$ cat config.mk
export PLATFORM = sky130hd
export DESIGN_NAME = uart_tx_fifo
export DESIGN_NICKNAME = d
export VERILOG_FILES = /design/src/rtl/uart_pkg.sv /design/src/rtl/sync_fifo.sv /design/src/rtl/uart_tx_fifo.sv
export SDC_FILE = /design/constraint.sdc
export NUM_CORES = 1
export LEC_CHECK = 0
export BUFFER_PORTS_ARGS = -buffer_cell sky130_fd_sc_hd__buf_2
export CORE_AREA = 3 3 159 161
export CTS_BUF_LIST = sky130_fd_sc_hd__clkbuf_4 sky130_fd_sc_hd__clkbuf_8 sky130_fd_sc_hd__clkbuf_16
export DETAILED_ROUTE_END_ITERATION = 16
export DIE_AREA = 0 0 162 164
export HOLD_SLACK_MARGIN = 0.06
export SETUP_SLACK_MARGIN = 0.2
export SLEW_MARGIN = 20
export SYNTH_ARGS = -nofsm -noshare
export SYNTH_HDL_FRONTEND = slang
export SYNTH_SLANG_ARGS = --single-unit
$ cat constraint.sdc
create_clock -name clk -period 4.1 [get_ports clk]
set_clock_uncertainty 0.2 [all_clocks]
set_input_delay 1.025 -clock clk [delete_from_list [all_inputs] [get_ports clk]]
set_output_delay 1.025 -clock clk [all_outputs]
set_load 0.1 [all_outputs]
$ cat src/rtl/uart_pkg.sv
// Shared types and defaults for the buffered UART transmitter.
package uart_pkg;

  typedef enum logic [1:0] {
    ST_IDLE  = 2'd0,
    ST_START = 2'd1,
    ST_DATA  = 2'd2,
    ST_STOP  = 2'd3
  } uart_state_e;

  localparam int unsigned CLKS_PER_BIT_DEFAULT    = 868;
  localparam int unsigned UART_FIFO_DEPTH_DEFAULT = 16;
  localparam int unsigned UART_DATA_W             = 8;
  localparam int unsigned UART_BIT_IDX_W          = $clog2(UART_DATA_W);

endpackage

$ cat src/rtl/sync_fifo.sv
// Single-clock FIFO with explicit occupancy count and registered full/empty.
module sync_fifo #(
  parameter  int unsigned WIDTH = 8,
  parameter  int unsigned DEPTH = 16,
  localparam int unsigned CNT_W = $clog2(DEPTH) + 1
) (
  input  logic             clk,
  input  logic             rst,
  input  logic             wr_en,
  input  logic [WIDTH-1:0] wr_data,
  input  logic             rd_en,
  output logic [WIDTH-1:0] rd_data_c,
  output logic             full,
  output logic             empty,
  output logic [CNT_W-1:0] count
);

  localparam int unsigned PTR_W = $clog2(DEPTH);

  logic [WIDTH-1:0] mem [DEPTH];
  logic [PTR_W-1:0] wr_ptr_q;
  logic [PTR_W-1:0] rd_ptr_q;
  logic [CNT_W-1:0] count_q;
  logic [CNT_W-1:0] count_n;
  logic             full_q;
  logic             empty_q;
  logic             push_c;
  logic             pop_c;

  // Legality is judged on the registered flags, so a same-cycle pop never frees a slot.
  always_comb begin
    push_c  = wr_en & ~full_q;
    pop_c   = rd_en & ~empty_q;
    count_n = count_q;
    unique case ({push_c, pop_c})
      2'b10:   count_n = count_q + CNT_W'(1);
      2'b01:   count_n = count_q - CNT_W'(1);
      default: count_n = count_q;
    endcase
  end

  always_ff @(posedge clk) begin
    if (rst) begin
      wr_ptr_q <= '0;
      rd_ptr_q <= '0;
      count_q  <= '0;
      full_q   <= 1'b0;
      empty_q  <= 1'b1;
    end else begin
      if (push_c) wr_ptr_q <= wr_ptr_q + PTR_W'(1);
      if (pop_c)  rd_ptr_q <= rd_ptr_q + PTR_W'(1);
      count_q <= count_n;
      full_q  <= (count_n == CNT_W'(DEPTH));
      empty_q <= (count_n == '0);
    end
  end

  // Storage needs no reset; the pointers define what is valid.
  always_ff @(posedge clk) begin
    if (push_c) mem[wr_ptr_q] <= wr_data;
  end

  assign rd_data_c = mem[rd_ptr_q];
  assign full      = full_q;
  assign empty     = empty_q;
  assign count     = count_q;

endmodule

$ cat src/rtl/uart_tx_fifo.sv
// Buffered 8N1 UART transmitter: byte FIFO feeding a registered serialiser.
module uart_tx_fifo
  import uart_pkg::*;
#(
  parameter  int unsigned CLKS_PER_BIT = CLKS_PER_BIT_DEFAULT,
  parameter  int unsigned DEPTH        = UART_FIFO_DEPTH_DEFAULT,
  localparam int unsigned CNT_W        = $clog2(DEPTH) + 1
) (
  input  logic                   clk,
  input  logic                   rst,
  input  logic                   wr_en,
  input  logic [UART_DATA_W-1:0] wr_data,
  output logic                   full,
  output logic                   empty,
  output logic [CNT_W-1:0]       count,
  output logic                   overflow,
  output logic                   busy,
  output logic                   uart_tx
);

  localparam int unsigned BAUD_W = $clog2(CLKS_PER_BIT);
  localparam logic [BAUD_W-1:0] BAUD_LAST = BAUD_W'(CLKS_PER_BIT - 1);
  localparam logic [UART_BIT_IDX_W-1:0] BIT_LAST = UART_BIT_IDX_W'(UART_DATA_W - 1);

  uart_state_e                state_q;
  uart_state_e                state_n;
  logic [BAUD_W-1:0]          baud_q;
  logic [BAUD_W-1:0]          baud_n;
  logic [UART_BIT_IDX_W-1:0]  bit_idx_q;
  logic [UART_BIT_IDX_W-1:0]  bit_idx_n;
  logic [UART_DATA_W-1:0]     sh_q;
  logic [UART_DATA_W-1:0]     sh_n;
  logic                       tx_q;
  logic                       tx_n;
  logic                       busy_q;
  logic                       busy_n;
  logic                       overflow_q;
  logic                       baud_done_c;
  logic                       pop_c;
  logic [UART_DATA_W-1:0]     fifo_rd_data_c;
  logic                       fifo_full;
  logic                       fifo_empty;
  logic [CNT_W-1:0]           fifo_count;

  sync_fifo #(
    .WIDTH (UART_DATA_W),
    .DEPTH (DEPTH)
  ) u_fifo (
    .clk       (clk),
    .rst       (rst),
    .wr_en     (wr_en),
    .wr_data   (wr_data),
    .rd_en     (pop_c),
    .rd_data_c (fifo_rd_data_c),
    .full      (fifo_full),
    .empty     (fifo_empty),
    .count     (fifo_count)
  );

  // Next-state, pop and next-output logic; the line level follows the next state.
  always_comb begin
    state_n     = state_q;
    bit_idx_n   = bit_idx_q;
    sh_n        = sh_q;
    pop_c       = 1'b0;
    baud_done_c = (baud_q == BAUD_LAST);
    baud_n      = baud_done_c ? '0 : baud_q + BAUD_W'(1);

    unique case (state_q)
      ST_IDLE: begin
        baud_n = '0;
        if (!fifo_empty) begin
          pop_c   = 1'b1;
          sh_n    = fifo_rd_data_c;
          state_n = ST_START;
        end
      end
      ST_START: begin
        if (baud_done_c) begin
          state_n   = ST_DATA;
          bit_idx_n = '0;
        end
      end
      ST_DATA: begin
        if (baud_done_c) begin
          sh_n      = {1'b0, sh_q[UART_DATA_W-1:1]};
          bit_idx_n = bit_idx_q + UART_BIT_IDX_W'(1);
          if (bit_idx_q == BIT_LAST) state_n = ST_STOP;
        end
      end
      ST_STOP: begin
        // Chain straight into the next start bit when more data is waiting.
        if (baud_done_c) begin
          if (!fifo_empty) begin
            pop_c   = 1'b1;
            sh_n    = fifo_rd_data_c;
            state_n = ST_START;
          end else begin
            state_n = ST_IDLE;
          end
        end
      end
      default: state_n = ST_IDLE;
    endcase

    if (state_n != state_q) baud_n = '0;

    unique case (state_n)
      ST_START: tx_n = 1'b0;
      ST_DATA:  tx_n = sh_n[0];
      default:  tx_n = 1'b1;
    endcase
    busy_n = (state_n != ST_IDLE);
  end

  always_ff @(posedge clk) begin
    if (rst) begin
      state_q    <= ST_IDLE;
      baud_q     <= '0;
      bit_idx_q  <= '0;
      sh_q       <= '0;
      tx_q       <= 1'b1;
      busy_q     <= 1'b0;
      overflow_q <= 1'b0;
    end else begin
      state_q    <= state_n;
      baud_q     <= baud_n;
      bit_idx_q  <= bit_idx_n;
      sh_q       <= sh_n;
      tx_q       <= tx_n;
      busy_q     <= busy_n;
      overflow_q <= overflow_q | (wr_en & fifo_full);
    end
  end

  assign full     = fifo_full;
  assign empty    = fifo_empty;
  assign count    = fifo_count;
  assign overflow = overflow_q;
  assign busy     = busy_q;
  assign uart_tx  = tx_q;

endmodule

==> impl_results.md <==
* Status: finished clean
* Finished Cell Area at approximately 8000 um2
* Ys flop type: edfxtp_1
* Post-DP HPWL at around 9.1 mm
* Critical path endpoint category: register
* Initial Util at 29.8%
* Max cap viols at 0
* Hold Path Class: register to register
* Number of vias per cell at 4.73
* Area leader, netlist: edfxtp_1
* Fin crit period at about 3500 ps
* Combinational power share at approximately 25%
* Fmax at approximately 280 MHz
* Syn Nets at 491
* CP Buf/Inv Count at 1
* Top cell type's share of synthesized area at 53.4%
* Drt drc at 0
* Crit-path leading delay family: adder cells
* Internal power at 3.28 mW
* Seq pwr share at 43.2%
* Number of antenna diodes at 0
* Slew @ Worst Pin at roughly 750 ps
* Count leader, synth: edfxtp_1
* P_sw at between 1.5 and 2 mW
* Worst R2R Path Depth at 13
* Worst r2r src: state_q[0]
* Vias in the first global route at 4097
* Initial antenna violation count at 0
* CTS root buffer: clkbuf_16
* Worst R2R End: u_fifo.empty
* P&R area growth vs syn at 14.4%
* CP max FO at 8
* DR WL/cell at around 17 um
* RSZ-0062 raised after global routing: no
* Setup CP Type: register to register
* Seq. cell area at 4750 um2
* Synth unique cells at 52
* GR Util All Layers at 11.4%
* DR vias at 3903
* IO buf count at 20
* Post-synth top cells: 128 x edfxtp_1, 45 x dfxtp_1, 42 x nor2_1
* Sw Share at around 34%
* Fillers at 2327
* Clk pin slew, worst setup/hold paths at 70 ps
* Power per Cell Area at 601 nW/um2
* Post-route ant nets at 0
* Max Root-Sink Buffers at 2
* Drt total wl at 14.3 mm
* First-pass GRT wire length at 22.6 mm
* Grt total ovfl at 0
* Die height at 164 um
* Final setup viols at 0
* Worst path most repeated cell: ha_1
* CTS Hold Bufs at 0
* Post-CTS Setup Repair Bufs at 0
* Die area at 26600 um2
* Largest stage delay on the critical path at 480 ps
* Row count at 57
* Crit path DAT at 3630 ps
* CTS-repair resized insts at 0
* Placed inst area at 7630 um2
* Placeable Area at between 20000 and 25000 um2
* Post-Syn Instances at 464
* Clock sinks at 173
* Skew-Pair Late Insertion Delay at 430 ps
* Pins Over Slew Limit at 0
* Setup Total Neg Slack at 0 ps
* DRT iter0 DRCs at between 200 and 300
* Crit path cell chain: inv_1, ha_1, a41oi_1, nor3_1, ha_1, xor2_1, ha_1, or3b_2, a211oi_1, o21bai_1, xor2_1, nor2_1, a21oi_1
* Dpl ws at 471 ps
* Flops & latches, synth at 173
* CTS tree: built
* IO Count at 21
* Largest net degree at the start of global routing at 30
* Flop-to-flop setup slack at 570 ps
* Final Util at between 30% and 40%
* Leak at 2.69 nW
* Layout cells sized above 1 at 19.1%
* Number of cells on the critical path at 13
* Chip width at around 160 um
* DR pass1 iterations at 4
* Final GP Congestion at 0.814
* Synth area leaders: edfxtp_1 53%, dfxtp_1 13%, mux4_2 9.4%, ha_1 2.8%, mux2i_1 2.4%
* Final Hold Fails at 0
* Critical path's slowest cell: dfxtp_1
* Ys async rst share at 0%
* Synth warn at 0
* Worst path required time at 4200 ps
* Number of flops mapped to enable cells by yosys at 128
* Maximum VDD drop at about 0.32 mV
* Hold Crit Start: baud_q[0]
* CTS Buf Count at 17
* Area of the multi-input gates at 2300 um2
* Hold Slack at 261 ps
* H-tree depth at 4
* WHS Path Cells at 1
* Fin crit share at a little under nine tenths
* Slew margin rel. at between 40 and 50%
* Final nets at 516
* Hold endpoint: baud_q[0]
* Seq/Total Area, Yosys at 66.0%
* Final setup margin at 571 ps
* Mean Syn Cell Area at 15.5 um2
* Mapped cell area at 7190 um2
* CP Launch Type: register
* Clk pwr share at about a third
-- layout make-up --
type / count / share of cell area (%)
flip-flops and latches: 173 / 57.7
clock inverters: 15 / 2.05
multi-input cells: 262 / 28.0
inverters: 9 / 0.411
well taps: 324 / 4.93
clock buffers: 17 / 5.17
repair buffers: 26 / 1.76
-- kinds of logic (layout without fill, tap and decap cells) --
group,Yosys count,in the layout,synth area share [%]
AO/OA/AOI/OAI,65,65,5.86
XOR/XNOR,20,20,2.44
adder cells (fa/ha/maj),16,16,2.78
buffers and inverters,29,67,2.00
flip-flops,173,173,66.0
multiplexers,50,50,12.9
AND/OR/NAND/NOR,111,111,8.09
-- how the worst max path moves through the flow --
stage / from / to / slack, ps
6_report: state_q[0] / u_fifo.empty / 570
3_5_place_dp: wr_en / u_fifo.empty / 470
3_3_place_gp: wr_en / u_fifo.empty / 540
2_1_floorplan: u_fifo.empty / u_fifo.empty / 440
5_1_grt: baud_q[0] / u_fifo.empty / 250
4_1_cts: baud_q[0] / u_fifo.empty / 580
-- metal layers --
layer,track usage (%),vias to the layer above,part of all wire (%)
li1,-,1845,-
met1,13.6,1977,42
met2,19.6,70,52
met3,3.46,11,4.4
met4,3.68,0,1.4
met5,0,-,0
-- cell usage in the layout, fill, tap and decap left out, drive strengths merged, types with 7 or more instances in the layout --
| cell | n |
|---|---|
| edfxtp | 128 |
| dfxtp | 45 |
| nor2 | 42 |
| mux4 | 33 |
| buf | 26 |
| a21oi | 20 |
| and2 | 18 |
| mux2i | 17 |
| clkbuf | 17 |
| inv | 17 |
| ha | 16 |
| o21ai | 13 |
| xor2 | 12 |
| nand2 | 11 |
| nand3 | 8 |
| xnor2 | 8 |
| a22oi | 7 |
| nor3b | 7 |
| clkinv | 7 |
-- flip-flops by register name, summed over array words and instances (netlist names), named ones only --
register	cells
u_fifo.mem	128
state_q	2
bit_idx_q	3
u_fifo.wr_ptr_q	4
u_fifo.empty	1
u_fifo.count	5
sh_q	8
u_fifo.rd_ptr_q	4
overflow	1
baud_q	10
uart_tx	1
busy	1
u_fifo.full	1
-- stage by stage --
stage / total power [mW] / cells
floorplan: 3.16 / 464
global placement: 3.39 / 794
detailed placement: 3.42 / 794
CTS: 5.00 / 826
global route: 5.20 / 826
finish: 4.94 / 826
-- power groups by stage --
stage	Clock [mW]	Sequential [mW]	Combinational, mW
2_1_floorplan	0	2.40	0.761
3_3_place_gp	0	2.17	1.22
5_1_grt	1.69	2.16	1.34
3_5_place_dp	0	2.18	1.24
6_report	1.58	2.14	1.23
4_1_cts	1.61	2.14	1.24
No activity file was read; power rests on OpenSTA's default activity.
